--- src/rtl/im_loader_pkg.sv ---
// Shared definitions for the instruction-memory loader: FSM state encoding
// and the default frame start marker.
package im_loader_pkg;

    typedef enum logic [2:0] {
        StSync = 3'd0,
        StLen  = 3'd1,
        StLo   = 3'd2,
        StHi   = 3'd3,
        StCsum = 3'd4,
        StDone = 3'd5,
        StErr  = 3'd6
    } load_state_t;

    localparam logic [7:0] SYNC_BYTE_DEFAULT = 8'hA5;

endpackage

--- src/rtl/im_loader_csum.sv ---
// XOR accumulator for the loader frame checksum; clear has priority over update.
module im_loader_csum (
    input  logic       clk,
    input  logic       rst_n,
    input  logic       clr,
    input  logic       upd,
    input  logic [7:0] data,
    output logic       match
);

    logic [7:0] csum;

    always_ff @(posedge clk or negedge rst_n) begin
        if (!rst_n) begin
            csum <= 8'h00;
        end else if (clr) begin
            csum <= 8'h00;
        end else if (upd) begin
            csum <= csum ^ data;
        end
    end

    assign match = (data == csum);

endmodule

--- src/rtl/im_loader.sv ---
// Byte-stream program loader: assembles 9-bit instructions from a framed byte
// stream, writes them to instruction memory and holds the CPU until a frame checks out.
module im_loader
    import im_loader_pkg::*;
#(
    parameter int unsigned ADDR_W    = 4,
    parameter int unsigned INSTR_W   = 9,
    parameter logic [7:0]  SYNC_BYTE = SYNC_BYTE_DEFAULT
) (
    input  logic               clk,
    input  logic               rst_n,
    input  logic               in_valid,
    input  logic [7:0]         in_data,
    output logic               in_ready,
    input  logic               rearm,
    output logic               im_we,
    output logic [ADDR_W-1:0]  im_addr,
    output logic [INSTR_W-1:0] im_wdata,
    output logic               cpu_hold,
    output logic               load_done,
    output logic               load_err
);

    // Count must hold a full frame of 2^ADDR_W words.
    localparam int unsigned CNT_W   = ADDR_W + 1;
    localparam int unsigned MAX_LEN = 1 << ADDR_W;

    load_state_t       state;
    logic [CNT_W-1:0]  count;
    logic [ADDR_W-1:0] addr;
    logic [7:0]        lo;

    logic xfer;
    logic is_sync;
    logic len_bad;
    logic csum_clr;
    logic csum_upd;
    logic csum_match;

    assign in_ready = (state != StDone);
    assign xfer     = in_valid & in_ready;
    assign is_sync  = (in_data == SYNC_BYTE);
    assign len_bad  = (in_data == 8'h00) || (32'(in_data) > MAX_LEN);

    always_comb begin
        csum_clr = 1'b0;
        csum_upd = 1'b0;
        if (xfer) begin
            csum_clr = ((state == StSync) || (state == StErr)) && is_sync;
            csum_upd = (state == StLen) || (state == StLo) || (state == StHi);
        end
    end

    im_loader_csum u_csum (
        .clk   (clk),
        .rst_n (rst_n),
        .clr   (csum_clr),
        .upd   (csum_upd),
        .data  (in_data),
        .match (csum_match)
    );

    always_ff @(posedge clk or negedge rst_n) begin
        if (!rst_n) begin
            state     <= StSync;
            count     <= '0;
            addr      <= '0;
            lo        <= 8'h00;
            im_we     <= 1'b0;
            im_addr   <= '0;
            im_wdata  <= '0;
            cpu_hold  <= 1'b1;
            load_done <= 1'b0;
            load_err  <= 1'b0;
        end else begin
            im_we <= 1'b0;
            unique case (state)
                StSync: begin
                    if (xfer && is_sync) begin
                        state    <= StLen;
                        load_err <= 1'b0;
                    end
                end
                StLen: begin
                    if (xfer) begin
                        if (len_bad) begin
                            state    <= StErr;
                            load_err <= 1'b1;
                        end else begin
                            count <= CNT_W'(in_data);
                            addr  <= '0;
                            state <= StLo;
                        end
                    end
                end
                StLo: begin
                    if (xfer) begin
                        lo    <= in_data;
                        state <= StHi;
                    end
                end
                StHi: begin
                    if (xfer) begin
                        if (in_data[7:1] != 7'd0) begin
                            state    <= StErr;
                            load_err <= 1'b1;
                        end else begin
                            im_we    <= 1'b1;
                            im_addr  <= addr;
                            im_wdata <= INSTR_W'({in_data[0], lo});
                            addr     <= addr + ADDR_W'(1);
                            count    <= count - CNT_W'(1);
                            state    <= (count == CNT_W'(1)) ? StCsum : StLo;
                        end
                    end
                end
                StCsum: begin
                    if (xfer) begin
                        if (csum_match) begin
                            state     <= StDone;
                            cpu_hold  <= 1'b0;
                            load_done <= 1'b1;
                        end else begin
                            state    <= StErr;
                            load_err <= 1'b1;
                        end
                    end
                end
                StDone: begin
                    if (rearm) begin
                        state     <= StSync;
                        cpu_hold  <= 1'b1;
                        load_done <= 1'b0;
                    end
                end
                StErr: begin
                    if (xfer && is_sync) begin
                        state    <= StLen;
                        load_err <= 1'b0;
                    end
                end
                default: begin
                    state <= StSync;
                end
            endcase
        end
    end

endmodule

--- config.mk ---
export PLATFORM = sky130hd
export DESIGN_NAME = im_loader
export DESIGN_NICKNAME = d
export VERILOG_FILES = /design/src/rtl/im_loader_pkg.sv /design/src/rtl/im_loader_csum.sv /design/src/rtl/im_loader.sv
export SDC_FILE = /design/constraint.sdc
export NUM_CORES = 1
export LEC_CHECK = 0
export ABC_CLOCK_PERIOD_IN_PS = 2000
export CORE_AREA = 3 3 83 85
export DETAILED_ROUTE_END_ITERATION = 10
export DIE_AREA = 0 0 86 88
export GPL_TIMING_DRIVEN = 0
export MAX_ROUTING_LAYER = met4
export PLACE_DENSITY = 0.63
export SKIP_CTS_REPAIR_TIMING = 1
export SYNTH_ARGS = -nofsm -noshare
export SYNTH_HDL_FRONTEND = slang
export SYNTH_HIERARCHICAL = 1
export SYNTH_SLANG_ARGS = --single-unit
--- constraint.sdc ---
create_clock -name clk -period 2 [get_ports clk]
set_clock_uncertainty 0.2 [all_clocks]
set_input_delay 0.4 -clock clk [delete_from_list [all_inputs] [get_ports clk]]
set_output_delay 0.4 -clock clk [all_outputs]
set_load 0.005 [all_outputs]
==> flow_metrics.env <==
export IMPL_dieArea_um2=7570
export IMPL_synthesis_area_um2=2350
export IMPL_first_pass_iters=4
export IMPL_vdd_drop_max_mv=0.532
export IMPL_cts_buffers=5
export IMPL_drv_slew=0
export IMPL_crit_top_cell="or3_4"
export IMPL_nFillCells=604
export IMPL_path_max_fanout=8
export IMPL_critPathLaunchType="input pin"
export IMPL_numPortBuffers=28
export IMPL_grt_remaining_overflow=0
export IMPL_start_util_pct=37.5
export IMPL_final_cell_mix="52 x nand2_1, 43 x dfrtp_1, 18 x nor2_1, 17 x clkdlybuf4s50_1, 12 x buf_4"
export IMPL_final_seq_area_um2=1130
export IMPL_hpwl_um=3620
export IMPL_first_global_vias=1847
export IMPL_synth_compound_area_share_pct=10.5
export IMPL_track_usage_pct=14.7
export IMPL_place_inst=350
export IMPL_synth_top_area_cell="dfrtp_1"
export IMPL_clk_latency_ns=0.30
export IMPL_area_delta_synth_final_pct=28.9
export IMPL_power_density_nw_per_um2=1050
export IMPL_critPathArrivalTime_ns=1.99
export IMPL_rsz0062_at_grt="yes"
export IMPL_endpoint_kind="flip-flop"
export IMPL_place_congestion=0.800
export IMPL_total_power_mw=3.18
export IMPL_clock_path_buffers=2
export IMPL_cts_sinks=45
export IMPL_p_leak_nw=1.36
export IMPL_hold_violations=0
export IMPL_dieWidth_um=86
export IMPL_ys_flop_type="dfrtp_1"
export IMPL_cp_top_family="simple AND/OR/NAND/NOR gates"
export IMPL_synth_seq_area_share_pct=47.9
export IMPL_grt_first_pass_wirelength_um=8700
export IMPL_synthAdderAreaFrac_pct=1.60
export IMPL_vias=1889
export IMPL_slew_headroom_pct=72.1
export IMPL_required_ns=1.99
export IMPL_yosysWarnings=6
export IMPL_tightest_slew_ns=0.410
export IMPL_wl_um=5220
export IMPL_fin_crit_sh_pct=99.8
export IMPL_synth_edf_count=0
export IMPL_worstSetupPathType="input pin to flip-flop"
export IMPL_r2r_setup_slack_ns=0.08
export IMPL_worst_path_buf_inv=1
export IMPL_synth_nets=259
export IMPL_async_flop_share_pct=100
export IMPL_outcome="finished, final reports clean"
export IMPL_drc=0
export IMPL_ys_ff_latch=45
export IMPL_postRouteAntennaNets=0
export IMPL_via_per_inst=5.13
export IMPL_slowest_delay_ns=0.43
export IMPL_htreeDepth=2
export IMPL_post_drt_wl_per_cell_um=14.2
export IMPL_drt_iter0_drc=78
export IMPL_syn_inst=244
export IMPL_grt_max_degree=34
export IMPL_cts_root_buffer="clkbuf_8"
export IMPL_mostFrequentLayoutCell="nand2_1"
export IMPL_cap_viol_max_count=0
export IMPL_path_cells="buf_12 > or3_4 > or3_4 > a21oi_4 > mux2_4"
export IMPL_diodes=0
export IMPL_drive_above_1_share_pct=20.6
export IMPL_setup_viol=0
export IMPL_critPathSlowestCell="or3_4"
export IMPL_layout_cells_non_filler=368
export IMPL_std_cell_rows=29
export IMPL_synth_top_family_by_area="simple AND/OR/NAND/NOR gates"
export IMPL_clk_pin_slew_ns=0.08
export IMPL_multi_input_area_um2=1190
export IMPL_antenna_found_initial=0
export IMPL_synthSimpleGateAreaFrac_pct=22.3
export IMPL_synthDistinctLibCells=49
export IMPL_synth_area_top_cells="dfrtp_1 47%, nand2_1 8.3%, mux2_2 4.3%, xnor2_1 3.4%, xor2_1 3.0%"
export IMPL_core_um2=6280
export IMPL_cts_tree="built"
export IMPL_synth_area_per_cell_um2=9.64
export IMPL_hold_path_class="input pin to flip-flop"
export IMPL_synth_mux_area_share_pct=7.07
export IMPL_fmax_mhz=501
export IMPL_period_needed_ns=2.00
export IMPL_yosysTopAreaCellShare_pct=46.8
export IMPL_final_nets=305
export IMPL_die_height_um=88
export IMPL_synth_xor_area_share_pct=6.33
export IMPL_ios=30
==> layout make-up <==
| class | count | area share, % |
|---|---|---|
| inverter | 6 | 0.743 |
| buffer | 11 | 2.52 |
| tap | 77 | 3.18 |
| multi-input combinational | 180 | 39.2 |
| clock buffer | 6 | 2.39 |
| sequential | 45 | 37.2 |
| timing repair buffer | 41 | 14.2 |
| clock inverter | 2 | 0.495 |
==> cells in the mapped netlist (2+ instances only) <==
library cell  instances
a221oi_1              2
mux2_2                9
nand3b_1              2
nor3_1                4
o21ai_0               8
buf_2                 2
a2bb2oi_1             3
inv_1                 6
nor2_1               18
nand4_1               5
mux2i_1               2
xnor2_1               9
ha_1                  3
nor4_1                3
a21oi_1               9
nand2_1              52
a31oi_1               4
nor2b_1               4
clkbuf_1              6
buf_6                 3
mux2_4                3
dfrtp_1              44
xor2_1                8
nand2b_1              2
nand3_1               7
or3_1                 3
==> where the power goes <==
part | switching [mW] | total (mW) | leakage, nW | internal [mW]
registers | 0.210 | 1.39 | 0.562 | 1.18
logic | 0.584 | 1.23 | 0.755 | 0.642
clock network | 0.320 | 0.566 | 0.0374 | 0.246
==> kinds of logic (layout without fill, tap and decap cells) <==
logic type	Yosys count	in the layout
AND/OR/NAND/NOR	110	110
adder cells (fa/ha/maj)	3	3
buffers and inverters	19	66
multiplexers	14	14
XOR/XNOR	17	17
AO/OA/AOI/OAI	36	36
flip-flops	45	45
==> worst paths after layout <==
| check | from | to | cells past startpoint |
|---|---|---|---|
| max | in_data[3] | addr[0] | 5 |
| min | in_data[3] | lo[3] | 2 |
| max reg2reg | state[1] | addr[0] | 4 |
| min reg2reg | im_addr[0] | im_addr[0] | 2 |
| max in group asynchronous | rst_n | im_addr[2] | 3 |
| min in group asynchronous | rst_n | u_csum/csum[6] | 2 |
==> flip-flops by register name (all words and copies together), names as in the netlist <==
| register | count |
|---|---|
| state | 3 |
| load_done | 1 |
| im_we | 1 |
| addr | 4 |
| lo | 8 |
| u_csum/csum | 8 |
| count | 5 |
| load_err | 1 |
| im_wdata | 9 |
| im_addr | 4 |
| cpu_hold | 1 |
==> layer usage <==
layer | track usage (%) | share of wire [%] | vias to the layer above
met4 | 3.45 | 0.90 | 0
met5 | - | 0 | -
met1 | 19.5 | 49 | 918
met2 | 23.3 | 47 | 33
met3 | 2.92 | 3.4 | 7
li1 | - | - | 931
==> per-stage QoR <==
step	instance area, um^2	util (%)	setup slack (ns)	hold slack (ns)	setup TNS, ns
2_1_floorplan	2350	-	-0.146	-0.0956	-0.439
3_3_place_gp	2730	43.5	-0.942	0.253	-64.10
3_5_place_dp	2740	43.7	-0.918	0.119	-22.54
4_1_cts	2830	45.1	-0.592	-0.209	-9.72
5_1_grt	3030	48.3	-0.0236	0.167	-0.0601
6_report	3030	48.3	0.00435	0.165	0
Power figures use the tool's default switching activity.
